===== config.mk =====
export PLATFORM = sky130hd
export DESIGN_NAME = sccb_arbiter
export DESIGN_NICKNAME = d
export VERILOG_FILES = /design/src/rtl/sccb_arbiter.sv
export SDC_FILE = /design/constraint.sdc
export NUM_CORES = 1
export LEC_CHECK = 0
export CAP_MARGIN = 20
export CORE_MARGIN = 2
export CORE_UTILIZATION = 36
export DETAILED_ROUTE_END_ITERATION = 7
export PLACE_DENSITY = 0.88
export SLEW_MARGIN = 5
export SYNTH_ARGS = -nofsm -noshare
export SYNTH_HDL_FRONTEND = slang
export SYNTH_SLANG_ARGS = --single-unit

===== constraint.sdc =====
create_clock -name clk -period 1.6 [get_ports clk]
set_clock_uncertainty 0.1 [all_clocks]
set_input_delay 0.32 -clock clk [delete_from_list [all_inputs] [get_ports clk]]
set_output_delay 0.32 -clock clk [all_outputs]
set_load 0.02 [all_outputs]

===== src/rtl/sccb_arbiter.sv =====
// sccb_arbiter
//   Shares one SCCB_interface write port among NUM_REQ requesters (for
//   example a ROM-driven camera config sequencer and a runtime exposure/gain
//   writer). Requests are granted round-robin. The winner's register
//   address/data are forwarded with a start request. The interface's ready
//   drop and rise are tracked, and a one-cycle ack (or err on timeout) goes
//   back to the granted requester.
//
//   Optional feature macro: SCCB_ARB_TIMEOUT_EN
//     defined   : each wait state aborts after TIMEOUT_CYCLES enabled cycles
//                 and pulses err[grant_id]
//     undefined : no timer; err is tied 0; waits on ready are unbounded
//
// Ports
//   clk, rst, clk_en      clock, synchronous active-high reset, clock enable
//   req[NUM_REQ]          level requests, held until ack/err
//   req_addr/req_data     8-bit address/data per requester, slice i at [8i+7:8i]
//   ack/err[NUM_REQ]      one-enabled-cycle completion / abort pulses
//   grant_id              index of the current or last grant
//   busy                  high whenever the arbiter is not idle
//   SCCB_interface_*      ready in; addr, data, start out
module sccb_arbiter #(
    parameter int NUM_REQ        = 2,
    parameter int CLK_FREQ       = 25000000,
    parameter int TIMEOUT_CYCLES = CLK_FREQ / 1000
) (
    input  logic                                           clk,
    input  logic                                           rst,
    input  logic                                           clk_en,
    input  logic [NUM_REQ-1:0]                             req,
    input  logic [NUM_REQ*8-1:0]                           req_addr,
    input  logic [NUM_REQ*8-1:0]                           req_data,
    output logic [NUM_REQ-1:0]                             ack,
    output logic [NUM_REQ-1:0]                             err,
    output logic [(NUM_REQ > 1 ? $clog2(NUM_REQ) : 1)-1:0] grant_id,
    output logic                                           busy,
    input  logic                                           SCCB_interface_ready,
    output logic [7:0]                                     SCCB_interface_addr,
    output logic [7:0]                                     SCCB_interface_data,
    output logic                                           SCCB_interface_start
);
    localparam int          GW        = (NUM_REQ > 1) ? $clog2(NUM_REQ) : 1;
    localparam logic [GW:0] NUM_REQ_W = (GW + 1)'(NUM_REQ);
    localparam logic [GW:0] ONE_W     = (GW + 1)'(1);

    typedef enum logic [1:0] {IDLE, WAIT_BUSY, WAIT_DONE, RELEASE} state_t;

    state_t              state_reg;
    logic [GW-1:0]       grant_reg;
    logic [GW-1:0]       last_grant_reg;
    logic [7:0]          addr_reg;
    logic [7:0]          data_reg;
    logic                start_reg;
    logic [NUM_REQ-1:0]  ack_reg;

`ifdef SCCB_ARB_TIMEOUT_EN
    localparam int          TW         = (TIMEOUT_CYCLES > 1) ? $clog2(TIMEOUT_CYCLES + 1) : 1;
    localparam logic [TW-1:0] TIMER_LOAD = TW'(TIMEOUT_CYCLES);
    logic [TW-1:0]       timer_reg;
    logic [NUM_REQ-1:0]  err_reg;
`endif

    // Round-robin winner: rotate the request vector so that bit 0 is the
    // requester just after last_grant, take the lowest set bit, then rotate
    // the offset back. Doubling req makes the rotate a plain right shift.
    logic [2*NUM_REQ-1:0] req_twice;
    logic [NUM_REQ-1:0]   req_rot;
    logic [GW:0]          rot_amount;
    logic [GW-1:0]        offset_chain [NUM_REQ+1];
    logic [GW:0]          winner_sum;
    logic [GW-1:0]        winner_next;
    logic [7:0]           addr_slice [NUM_REQ];
    logic [7:0]           data_slice [NUM_REQ];

    assign req_twice              = {req, req};
    assign rot_amount             = {1'b0, last_grant_reg} + ONE_W;
    assign req_rot                = NUM_REQ'(req_twice >> rot_amount);
    assign offset_chain[NUM_REQ]  = '0;

    generate
        for (genvar gi = 0; gi < NUM_REQ; gi++) begin : g_req
            // Lower offsets override higher ones: first set bit wins.
            assign offset_chain[gi] = req_rot[gi] ? GW'(gi) : offset_chain[gi+1];
            assign addr_slice[gi]   = req_addr[8*gi +: 8];
            assign data_slice[gi]   = req_data[8*gi +: 8];
        end
    endgenerate

    assign winner_sum  = rot_amount + {1'b0, offset_chain[0]};
    assign winner_next = (winner_sum >= NUM_REQ_W) ? GW'(winner_sum - NUM_REQ_W)
                                                   : winner_sum[GW-1:0];

    always_ff @(posedge clk) begin
        if (rst) begin
            state_reg      <= IDLE;
            grant_reg      <= '0;
            last_grant_reg <= GW'(NUM_REQ - 1);
            addr_reg       <= '0;
            data_reg       <= '0;
            start_reg      <= 1'b0;
            ack_reg        <= '0;
`ifdef SCCB_ARB_TIMEOUT_EN
            err_reg        <= '0;
            timer_reg      <= '0;
`endif
        end else if (clk_en) begin
            ack_reg <= '0;
`ifdef SCCB_ARB_TIMEOUT_EN
            err_reg <= '0;
`endif
            case (state_reg)
                IDLE: begin
                    if (|req && SCCB_interface_ready) begin
                        grant_reg <= winner_next;
                        addr_reg  <= addr_slice[winner_next];
                        data_reg  <= data_slice[winner_next];
                        start_reg <= 1'b1;
`ifdef SCCB_ARB_TIMEOUT_EN
                        timer_reg <= TIMER_LOAD;
`endif
                        state_reg <= WAIT_BUSY;
                    end
                end
                WAIT_BUSY: begin
                    // The ready drop wins over a simultaneous timer expiry.
                    if (!SCCB_interface_ready) begin
                        start_reg <= 1'b0;
`ifdef SCCB_ARB_TIMEOUT_EN
                        timer_reg <= TIMER_LOAD;
`endif
                        state_reg <= WAIT_DONE;
                    end
`ifdef SCCB_ARB_TIMEOUT_EN
                    else if (timer_reg == '0) begin
                        start_reg          <= 1'b0;
                        err_reg[grant_reg] <= 1'b1;
                        state_reg          <= RELEASE;
                    end else begin
                        timer_reg <= timer_reg - TW'(1);
                    end
`endif
                end
                WAIT_DONE: begin
                    if (SCCB_interface_ready) begin
                        ack_reg[grant_reg] <= 1'b1;
                        state_reg          <= RELEASE;
                    end
`ifdef SCCB_ARB_TIMEOUT_EN
                    else if (timer_reg == '0) begin
                        err_reg[grant_reg] <= 1'b1;
                        state_reg          <= RELEASE;
                    end else begin
                        timer_reg <= timer_reg - TW'(1);
                    end
`endif
                end
                RELEASE: begin
                    // One cycle for the requester to drop req after ack/err.
                    last_grant_reg <= grant_reg;
                    state_reg      <= IDLE;
                end
                default: state_reg <= IDLE;
            endcase
        end
    end

    assign ack                  = ack_reg;
`ifdef SCCB_ARB_TIMEOUT_EN
    assign err                  = err_reg;
`else
    assign err                  = '0;
`endif
    assign grant_id             = grant_reg;
    assign busy                 = (state_reg != IDLE);
    assign SCCB_interface_addr  = addr_reg;
    assign SCCB_interface_data  = data_reg;
    assign SCCB_interface_start = start_reg;

endmodule


Yosys cells after proc, flatten, opt, wreduce, memory -nomap -nowiden
Index checks and enable logic that the tools add are counted.

Mux-type cells: 20. $lt $le $gt $ge: 4. Bitwise logic cells: 1. Reductions and logical operators: 10. Shift operators: 1. Equality and inequality tests: 6. Add/sub/neg operators: 3.

Operators by type and width (count): $mux 8 (6); $mux 2 (5); $pmux 2 s4 (1); $reduce_and 4->1 (2); $mux 1 (6); $ne 2x2->1 const B (3); $eq 2x2->1 const B (2); $ge 2x2->1 const B (2); $reduce_bool 2->1 (2); $shr 4x2->2 (1); $reduce_and 3->1 (1); $add 1x1->2 const B (1); $add 2x1->2 (1); $eq 2x1->1 const B (1); $logic_and 1x1->1 (2); $logic_not 2->1 (1); $lt 1x2->1 const B (1); $not 1->2 (1); $pmux 1 s2 (1); $reduce_and 2->1 (1); $reduce_or 2->1 (1); $demux 1 s1 (1); $ge 1x1->1 const B (1); $sub 1x1->1 const B (1).

Register bits: 23. Output and inout port bits: 23.

Depth between registers and ports, before layout
Gate-level depths: netlist (run 1).

Word-level depth: 11. Depth in mapped cells: 7. Mapped depth without buffers: 6.

Worst setup path after synthesis (run 1)
OpenSTA, ideal clock, no wires.

Kind: register -> register. Start point: register state_reg[0]. End point: register state_reg[1]. Path slack: -93 ps. Required time: 1366 ps. Cell stages (with the launch flop): 7. Period minus slack after synthesis: 1693 ps. Path buffers: 0. Arrival: 1460 ps. Library setup time: 134 ps. Cells stage by stage: dfxtp_1 -> inv_1 -> ha_1 -> mux2_2 -> a211oi_1 -> mux2i_1 -> nor2_1.

Cells in the longest elaborated chain, start to end: 3.

Ends and longest elaborated chain: start, declared (RTL line 48) `state_t state_reg;`; start signal, assigned (RTL line 95) `state_reg <= IDLE;`; start signal, assigned (RTL line 121) `state_reg <= WAIT_BUSY;`; start signal, assigned (RTL line 131) `state_reg <= WAIT_DONE;`; $eq 2x1->1, or another cell as far along (RTL line 111) `case (state_reg)`; $ne 2x2->1 (no source line); $reduce_and 4->1 (no source line).

Parallel ways exist; a longest one is shown, timed or not. A chain may end at the register's enable or synchronous reset.

Worst setup path in the final report (run 1)
Ends and elaborated chain as after synthesis.

==> report_table.html, run 1 <==
<table>
<tr><th>Metric</th><th>Value</th></tr>
<tr><th colspan="2">Synth</th></tr>
<tr><td>Count of yosys warnings during synthesis</td><td>0</td></tr>
<tr><td>Complex-gate fraction of the synthesized area</td><td>0.250</td></tr>
<tr><td>Portion of synthesized cell area occupied by the leading cell type</td><td>0.381</td></tr>
<tr><td>Largest cells by area after synthesis</td><td>sky130_fd_sc_hd__dfxtp_1 38%, sky130_fd_sc_hd__a311oi_2 14%, sky130_fd_sc_hd__nand2_1 11%</td></tr>
<tr><td>Proportion of synthesized area in mux cells</td><td>0.0176</td></tr>
<tr><td>Count of state elements after synthesis</td><td>23</td></tr>
<tr><td>Simple-Gate Fraction of Synth Area</td><td>0.226</td></tr>
<tr><td>Syn Std Cell Area</td><td>0.00121 mm^2</td></tr>
<tr><td>Sequential element share of the synthesized area</td><td>0.381</td></tr>
<tr><td>Library cell with the largest summed area after synthesis</td><td>sky130_fd_sc_hd__dfxtp_1</td></tr>
<tr><td>Adder-cell area share of the yosys netlist</td><td>0.0517</td></tr>
<tr><td>Distinct cell type count of the synthesized netlist</td><td>33</td></tr>
<tr><td>Xor/xnor share of the synthesized area</td><td>0</td></tr>
<tr><td>Main combinational cell family by area after synthesis</td><td>compound AO/OA/AOI/OAI gates</td></tr>
<tr><td>Cell count after synthesis</td><td>around 140</td></tr>
<tr><td>Synthesized area per cell</td><td>approximately 9 um^2</td></tr>
<tr><th colspan="2">STA</th></tr>
<tr><td>Setup Viol. Count Final</td><td>0</td></tr>
<tr><td>Maximum clock rate</td><td>625 MHz</td></tr>
<tr><td>Slew Limit Headroom</td><td>0.668</td></tr>
<tr><td>Final max-slew violation count</td><td>0</td></tr>
<tr><td>Number of hold-slack violations in the final timing report</td><td>0</td></tr>
<tr><td>Transition at the pin with the smallest max-transition slack</td><td>0.485 ns</td></tr>
<tr><td>RSZ-0062 raised after global routing</td><td>yes</td></tr>
<tr><td>Crit share post-route</td><td>1.00</td></tr>
<tr><td>Worst slack on hold paths</td><td>0.367 ns</td></tr>
<tr><td>Time the final worst path needs with I/O delays and setup</td><td>1.60 ns</td></tr>
<tr><th colspan="2">Route</th></tr>
<tr><td>Number of search-and-repair iterations in the first detailed-routing pass</td><td>4</td></tr>
<tr><td>Vias per inst</td><td>slightly below 5</td></tr>
<tr><td>Residual antenna-violating net count after detailed routing</td><td>0</td></tr>
<tr><td>Vias</td><td>approximately 1,300</td></tr>
<tr><td>Wire length per cell after detailed routing</td><td>between 10 and 15 um</td></tr>
<tr><td>Remaining routing DRC violations</td><td>0</td></tr>
<tr><td>First DRT Iteration DRCs</td><td>53</td></tr>
<tr><td>Routed Wire Length</td><td>3790 um</td></tr>
<tr><th colspan="2">Power and ir drop</th></tr>
<tr><td>Sequential fraction of design power</td><td>0.431</td></tr>
<tr><td>Clock power share</td><td>0.181</td></tr>
<tr><td>Design Power</td><td>roughly 1.5 mW</td></tr>
<tr><td>Logic gate share of total power</td><td>0.387</td></tr>
<tr><td>Maximum vdd drop</td><td>roughly 570 uV</td></tr>
<tr><td>Internal power consumption</td><td>between 1 and 1.5 mW</td></tr>
<tr><td>Power spent charging and discharging nets</td><td>~0.47 mW</td></tr>
<tr><td>Sw Ratio</td><td>0.317</td></tr>
<tr><td>Leakage power</td><td>0.975 nW</td></tr>
<tr><td>Power Dens Cells</td><td>between 600 and 700 mW/mm^2</td></tr>
<tr><th colspan="2">Worst setup path</th></tr>
<tr><td>CP arrival</td><td>1.70 ns</td></tr>
<tr><td>CP Capture Type</td><td>flop</td></tr>
<tr><td>Start-to-end type of the worst setup path</td><td>flop to flop</td></tr>
<tr><td>Critical Path Fanout Max</td><td>3</td></tr>
<tr><td>Startpoint type of the worst setup path</td><td>flop</td></tr>
<tr><td>Data required time at the worst endpoint</td><td>approximately 1.7 ns</td></tr>
<tr><th colspan="2">Clock tree</th></tr>
<tr><td>Num CTS Buffers</td><td>3</td></tr>
<tr><td>CTS hold repair buffers</td><td>0</td></tr>
<tr><td>Skew-Pair Late Insertion Delay</td><td>between 0.3 and 0.4 ns</td></tr>
<tr><td>Num Clock Sinks</td><td>23</td></tr>
<tr><td>Max Buffers Root-to-Sink</td><td>2</td></tr>
<tr><td>TritonCTS clock tree</td><td>built</td></tr>
<tr><td>CTS Root Cell</td><td>sky130_fd_sc_hd__clkbuf_4</td></tr>
<tr><td>Count of H-tree levels built during CTS</td><td>1</td></tr>
<tr><td>Clock-pin slew on the worst setup and hold paths</td><td>between 0.1 and 0.15 ns</td></tr>
<tr><th colspan="2">Place</th></tr>
<tr><td>GPL Wtd Cong</td><td>roughly 0.85</td></tr>
<tr><td>Count of input and output buffers</td><td>58</td></tr>
<tr><td>Post-DP HPWL</td><td>between 2000 and 2500 um</td></tr>
<tr><td>Total cell area at the placement stage</td><td>roughly 0.002 mm^2</td></tr>
<tr><th colspan="2">Cells and area</th></tr>
<tr><td>Synthesis-to-finish area growth</td><td>85.3%</td></tr>
<tr><td># diodes</td><td>0</td></tr>
<tr><td>Share of post-route cells with drive strength above 1</td><td>0.323</td></tr>
<tr><td>Post-route cell area</td><td>~0.0022 mm^2</td></tr>
<tr><td>Final Net Count</td><td>264</td></tr>
<tr><th colspan="2">Floorplanning</th></tr>
<tr><td>Die height</td><td>slightly above 60 um</td></tr>
<tr><td>Starting utilization of the core area</td><td>0.368</td></tr>
<tr><td>Number of placement rows</td><td>21</td></tr>
<tr><td>Die area</td><td>between 0.003 and 0.004 mm^2</td></tr>
<tr><td>Core footprint</td><td>roughly 0.0033 mm^2</td></tr>
<tr><td>Width of the chip</td><td>a little over 60 um</td></tr>
<tr><td>Count of boundary I/O pins</td><td>61</td></tr>
<tr><th colspan="2">Job</th></tr>
<tr><td>Number of maximum-capacitance constraint violations</td><td>0</td></tr>
<tr><th colspan="2">Global route</th></tr>
<tr><td>Global-route wire length before repair</td><td>roughly 5200 um</td></tr>
<tr><td>Vias in the first global route</td><td>around 1,200</td></tr>
<tr><td>Initial antenna violation count</td><td>0</td></tr>
<tr><td>Overall Global Routing Usage</td><td>0.184</td></tr>
<tr><td>Pin count of the biggest net entering global routing</td><td>18</td></tr>
<tr><td>GR Overflow Total</td><td>0</td></tr>
<tr><th colspan="2">Min path</th></tr>
<tr><td>Worst min-delay path category</td><td>flop to flop</td></tr>
<tr><th colspan="2">Outcome</th></tr>
<tr><td>Run status</td><td>finished, final reports clean</td></tr>
</table>
-- worst paths after layout --
path / startpoint / cells after the start / slack, ns / end
setup / recovery: state_reg[0] / 6 / 0.0007 / state_reg[1]
hold / removal: ack[0] / 2 / 0.37 / ack[0]
setup reg to reg: state_reg[0] / 6 / 0.0007 / state_reg[1]
hold reg to reg: ack[0] / 2 / 0.37 / ack[0]
-- power by group through the flow --
stage               registers, mW  clock network, mW  logic [mW]
global placement            0.648                  0       0.500
finish                      0.640              0.269       0.574
global route                0.646              0.297       0.618
CTS                         0.637              0.275       0.523
floorplan                   0.694                  0       0.206
detailed placement          0.650                  0       0.510
-- metal layers --
metal	wire, um	up-vias	track usage
met4	14	0	0.0274
met1	1500	607	0.209
met3	129	2	0.0414
met2	2150	38	0.351
li1	-	640	-
met5	0	-	0
-- Yosys cell counts (all sizes together) --
cell type / instances
nand4b: 1
a21oi: 4
ha: 5
o21ai: 1
nor2: 19
mux2i: 1
a21boi: 1
a311oi: 16
inv: 4
nand2: 36
a311o: 1
clkbuf: 1
nor4b: 1
nand2b: 1
nor3: 3
nand4: 1
dfxtp: 23
a21o: 1
conb: 1
a211oi: 2
buf: 9
mux2: 1
nor2b: 1
a2111oi: 1
-- layout by cell type (no fill, tap or decap), types with 2 or more instances in the layout --
cell type / count
sky130_fd_sc_hd__buf_6: 2
sky130_fd_sc_hd__a21oi_1: 2
sky130_fd_sc_hd__ha_4: 3
sky130_fd_sc_hd__conb_1: 2
sky130_fd_sc_hd__buf_12: 5
sky130_fd_sc_hd__inv_4: 2
sky130_fd_sc_hd__clkbuf_4: 3
sky130_fd_sc_hd__a311oi_1: 3
sky130_fd_sc_hd__buf_4: 22
sky130_fd_sc_hd__dfxtp_2: 2
sky130_fd_sc_hd__nor2_2: 2
sky130_fd_sc_hd__nand2_1: 36
sky130_fd_sc_hd__dlymetal6s2s_1: 3
sky130_fd_sc_hd__inv_2: 2
sky130_fd_sc_hd__buf_8: 2
sky130_fd_sc_hd__dfxtp_1: 21
sky130_fd_sc_hd__a21oi_4: 2
sky130_fd_sc_hd__a311oi_2: 13
sky130_fd_sc_hd__nor2_1: 17
sky130_fd_sc_hd__dlygate4sd2_1: 20
sky130_fd_sc_hd__ha_1: 2
sky130_fd_sc_hd__clkdlybuf4s50_1: 34
-- logic make-up (layout without fill, tap and decap cells) --
kind of cell | Yosys count | in the layout
and+or+nand+nor | 63 | 63
AOI/OAI and AO/OA | 27 | 27
DFF | 23 | 23
buffers and inverters | 14 | 98
other | 1 | 2
muxes | 2 | 2
adders and majority gates | 5 | 5
-- final cells by class --
class                      count  area [um^2]
clock buffer                   3         22.5
clock inverter                 1         5.00
fill                         281         1040
inverter                       4         20.0
multi-input combinational     99          773
sequential                    23          463
tap                           46         57.6
timing repair buffer          90          901
-- critical path: stages, from the launching register on --
cell and delay [ns]:
sky130_fd_sc_hd__dfxtp_2 0.36, sky130_fd_sc_hd__buf_6 0.12, sky130_fd_sc_hd__ha_4 0.16, sky130_fd_sc_hd__mux2_4 0.27, sky130_fd_sc_hd__a211oi_4 0.21, sky130_fd_sc_hd__mux2i_1 0.22, sky130_fd_sc_hd__nor2_1 0.06
-- through the flow --
step | cells | worst slack [ns] | util | setup TNS (ns)
finish | 266 | 0.000706 | 0.683 | 0
global route | 266 | -0.0893 | 0.683 | -0.230
CTS | 259 | -0.0630 | 0.636 | -0.749
detailed placement | 249 | -0.288 | 0.606 | -4.99
global placement | 249 | -0.251 | 0.606 | -4.29
floorplan | 136 | 0.0188 | - | 0
-- repair_timing --
action                                  in CTS  in global routing
hold endpoints to repair                     0                  0
buffers inserted                             4                  9
resized for setup                           28                 29
cloned                                       2                  2
pin swaps                                    7                 11
endpoints found under the setup margin      38                 21
Note: power is estimated with default switching activity, not from simulation.
==> run 2: changes to the inputs <==
--- a/config.mk
+++ b/config.mk
@@ -6,6 +6,7 @@
 export NUM_CORES = 1
 export LEC_CHECK = 0
 export CAP_MARGIN = 20
+export CORE_ASPECT_RATIO = 1.4
 export CORE_MARGIN = 2
 export CORE_UTILIZATION = 36
 export DETAILED_ROUTE_END_ITERATION = 7
==> report_table.html, run 2 (synthesis results as in run 1) <==
<table>
<tr><th>Metric</th><th>Value</th></tr>
<tr><th colspan="2">Outcome</th></tr>
<tr><td>Run status</td><td>finished, violations left</td></tr>
<tr><td>Violations in the final reports</td><td>negative setup slack</td></tr>
<tr><th colspan="2">Cells and area</th></tr>
<tr><td>Most used cells in the layout excluding fill and tap cells</td><td>36 x sky130_fd_sc_hd__nand2_1, 35 x sky130_fd_sc_hd__clkdlybuf4s50_1, 21 x sky130_fd_sc_hd__dfxtp_1, 21 x sky130_fd_sc_hd__dlygate4sd2_1, 20 x sky130_fd_sc_hd__buf_4</td></tr>
<tr><td>Final Net Count</td><td>270 (+2.3%)</td></tr>
<tr><td>Layout filler cell count</td><td>213 (-24%)</td></tr>
<tr><td>Post-route cell area</td><td>0.00235 mm^2 (+4.6%)</td></tr>
<tr><td>Share of post-route cells with drive strength above 1</td><td>0.345 (+0.0224)</td></tr>
<tr><td>Final std cells w/o fill</td><td>265 (-0.38%)</td></tr>
<tr><td>Synthesis-to-finish area growth</td><td>93.9%</td></tr>
<tr><td># diodes</td><td>0 (unchanged)</td></tr>
<tr><td>Most frequent standard cell in the layout excluding fill and tap cells</td><td>sky130_fd_sc_hd__nand2_1</td></tr>
<tr><td>Final core area utilization</td><td>0.744 (+0.0614)</td></tr>
<tr><th colspan="2">Global route</th></tr>
<tr><td>Global-route wire length before repair</td><td>6410 um (+23%)</td></tr>
<tr><td>Vias in the first global route</td><td>1,344 (+14%)</td></tr>
<tr><td>Overall Global Routing Usage</td><td>0.223 (+0.0399)</td></tr>
<tr><td>Pin count of the biggest net entering global routing</td><td>18 (unchanged)</td></tr>
<tr><td>GR Overflow Total</td><td>0 (unchanged)</td></tr>
<tr><td>Initial antenna violation count</td><td>0 (unchanged)</td></tr>
<tr><th colspan="2">Place</th></tr>
<tr><td>Count of input and output buffers</td><td>58 (unchanged)</td></tr>
<tr><td>GPL Wtd Cong</td><td>0.821 (-2.8%)</td></tr>
<tr><td>Total placed cells including tap cells</td><td>249 (unchanged)</td></tr>
<tr><td>Post-DP HPWL</td><td>2550 um (+7.5%)</td></tr>
<tr><td>DP Worst Slack</td><td>-0.337 ns (-0.0484 ns)</td></tr>
<tr><td>Total cell area at the placement stage</td><td>0.00202 mm^2 (+1.6%)</td></tr>
<tr><th colspan="2">Route</th></tr>
<tr><td>First DRT Iteration DRCs</td><td>40 (-25%)</td></tr>
<tr><td>Wire length per cell after detailed routing</td><td>16.5 um (+16%)</td></tr>
<tr><td>Vias per inst</td><td>5.18 (+7.0%)</td></tr>
<tr><td>Vias</td><td>1,372 (+6.6%)</td></tr>
<tr><td>Routed Wire Length</td><td>4370 um (+15%)</td></tr>
<tr><td>Number of search-and-repair iterations in the first detailed-routing pass</td><td>4 (unchanged)</td></tr>
<tr><td>Remaining routing DRC violations</td><td>0 (unchanged)</td></tr>
<tr><td>Residual antenna-violating net count after detailed routing</td><td>0 (unchanged)</td></tr>
<tr><th colspan="2">Worst setup path</th></tr>
<tr><td>CP arrival</td><td>1.73 ns (+0.03 ns)</td></tr>
<tr><td>Start-to-end type of the worst setup path</td><td>flop to flop</td></tr>
<tr><td>Data required time at the worst endpoint</td><td>1.65 ns (-0.05 ns)</td></tr>
<tr><td>Critical Path Fanout Max</td><td>5 (+2)</td></tr>
<tr><td>CP Capture Type</td><td>flop</td></tr>
<tr><td>Startpoint type of the worst setup path</td><td>flop</td></tr>
<tr><th colspan="2">STA</th></tr>
<tr><td>RSZ-0062 raised after global routing</td><td>yes</td></tr>
<tr><td>Fin Setup TNS</td><td>-0.402 ns (-0.402 ns)</td></tr>
<tr><td>Worst slack on hold paths</td><td>0.359 ns (-0.00866 ns)</td></tr>
<tr><td>Crit share post-route</td><td>1.05 (+0.0485)</td></tr>
<tr><td>Time the final worst path needs with I/O delays and setup</td><td>1.68 ns (+0.0776 ns)</td></tr>
<tr><td>Maximum clock rate</td><td>596 MHz (-4.6%)</td></tr>
<tr><td>Final max-slew violation count</td><td>0 (unchanged)</td></tr>
<tr><td>Number of hold-slack violations in the final timing report</td><td>0 (unchanged)</td></tr>
<tr><td>Final WS setup</td><td>-0.0769 ns (-0.0776 ns)</td></tr>
<tr><td>Setup Viol. Count Final</td><td>11 (+11)</td></tr>
<tr><th colspan="2">Clock tree</th></tr>
<tr><td>Num Clock Sinks</td><td>23 (unchanged)</td></tr>
<tr><td>CTS Root Cell</td><td>sky130_fd_sc_hd__clkbuf_8</td></tr>
<tr><td>Max Buffers Root-to-Sink</td><td>2 (unchanged)</td></tr>
<tr><td>Count of H-tree levels built during CTS</td><td>1 (unchanged)</td></tr>
<tr><td>Clock-pin slew on the worst setup and hold paths</td><td>0.09 ns (-0.03 ns)</td></tr>
<tr><td>Skew-Pair Late Insertion Delay</td><td>0.26 ns (-0.05 ns)</td></tr>
<tr><td>TritonCTS clock tree</td><td>built</td></tr>
<tr><td>Num CTS Buffers</td><td>3 (unchanged)</td></tr>
<tr><th colspan="2">Power and ir drop</th></tr>
<tr><td>Leakage power</td><td>1.01 nW (+3.3%)</td></tr>
<tr><td>Design Power</td><td>1.64 mW (+11%)</td></tr>
<tr><td>Maximum vdd drop</td><td>660 uV (+16%)</td></tr>
<tr><td>Power Dens Cells</td><td>699 mW/mm^2 (+5.6%)</td></tr>
<tr><th colspan="2">Floorplanning</th></tr>
<tr><td>Width of the chip</td><td>53.0 um (-14%)</td></tr>
<tr><td>Starting utilization of the core area</td><td>0.384 (+0.0153)</td></tr>
<tr><td>Count of boundary I/O pins</td><td>61 (unchanged)</td></tr>
<tr><td>Core footprint</td><td>0.00315 mm^2 (-4.0%)</td></tr>
<tr><td>Die height</td><td>72.6 um (+17%)</td></tr>
<tr><td>Die area</td><td>0.00385 mm^2 (+0.18%)</td></tr>
<tr><td>Number of placement rows</td><td>24 (+14%)</td></tr>
<tr><th colspan="2">Min path</th></tr>
<tr><td>Worst min-delay path category</td><td>flop to flop</td></tr>
<tr><th colspan="2">Job</th></tr>
<tr><td>Number of maximum-capacitance constraint violations</td><td>0 (unchanged)</td></tr>
</table>
## run 2: changes by cell type in the layout (fill, tap and decap cells not counted), sizes merged
cell,delta
buf,+6
dlymetal6s2s,-2
clkdlybuf4s50,+1
dlygate4sd2,+1
## run 2: routing by layer
metal,vias to the layer above,global-route usage,share of wire
met3,8,0.0307,0.042
met5,-,0,0
met2,45,0.401,0.55
met1,664,0.257,0.39
met4,0,0.0940,0.024
li1,655,-,-
## run 2: worst max-delay path, cell delays in order, from the launching register on
cell and delay [ns]:
sky130_fd_sc_hd__dfxtp_2 0.34, sky130_fd_sc_hd__inv_4 0.07, sky130_fd_sc_hd__ha_4 0.14, sky130_fd_sc_hd__inv_2 0.04, sky130_fd_sc_hd__buf_6 0.11, sky130_fd_sc_hd__nor3_4 0.20
sky130_fd_sc_hd__buf_12 0.15, sky130_fd_sc_hd__buf_12 0.13, sky130_fd_sc_hd__buf_16 0.12, sky130_fd_sc_hd__buf_6 0.09, sky130_fd_sc_hd__a311oi_2 0.07
## run 2: final timing paths
check	from	endpoint	slack [ns]	depth (start not counted)
worst min-delay path	ack[0]	ack[0]	0.36	2
worst max register to register	state_reg[1]	SCCB_interface_addr[5]	-0.08	10
worst min register to register	ack[0]	ack[0]	0.36	2
worst max-delay path	state_reg[1]	SCCB_interface_addr[5]	-0.08	10
## run 2: power by group
part | switching, mW | total (mW) | leakage (nW) | internal, mW
Sequential | 0.0232 | 0.637 | 0.189 | 0.614
Clock | 0.188 | 0.362 | 0.0255 | 0.174
Combinational | 0.293 | 0.641 | 0.793 | 0.348
Total | 0.504 | 1.64 | 1.01 | 1.14
## run 2: cell type report
| class | instances | area [um^2] | area share |
|---|---|---|---|
| Clock buffer | 3 | 41.3 | 0.0176 |
| Clock inverter | 1 | 5.00 | 0.00213 |
| Inverter | 4 | 17.5 | 0.00747 |
| Multi-Input combinational cell | 99 | 759 | 0.324 |
| Sequential cell | 23 | 463 | 0.197 |
| Tap cell | 39 | 48.8 | 0.0208 |
| Timing Repair Buffer | 96 | 1010 | 0.431 |
## run 2: repair_timing
| item | 4_1_cts | 5_1_grt |
|---|---|---|
| gates cloned | 3 | 1 |
| setup endpoints to repair | 40 | 21 |
| hold buffers | 0 | 0 |
| setup buffers | 5 | 4 |
| gates resized for setup | 46 | 12 |
| pin swaps | 5 | 18 |
==> run 3: changes to the inputs <==
--- a/config.mk
+++ b/config.mk
@@ -9,6 +9,7 @@
 export CORE_ASPECT_RATIO = 1.4
 export CORE_MARGIN = 2
 export CORE_UTILIZATION = 36
+export CTS_CLUSTER_SIZE = 25
 export DETAILED_ROUTE_END_ITERATION = 7
 export PLACE_DENSITY = 0.88
 export SLEW_MARGIN = 5
==> results of run 3 <==
Final layout, timing and power as in run 2 (identical DEF).
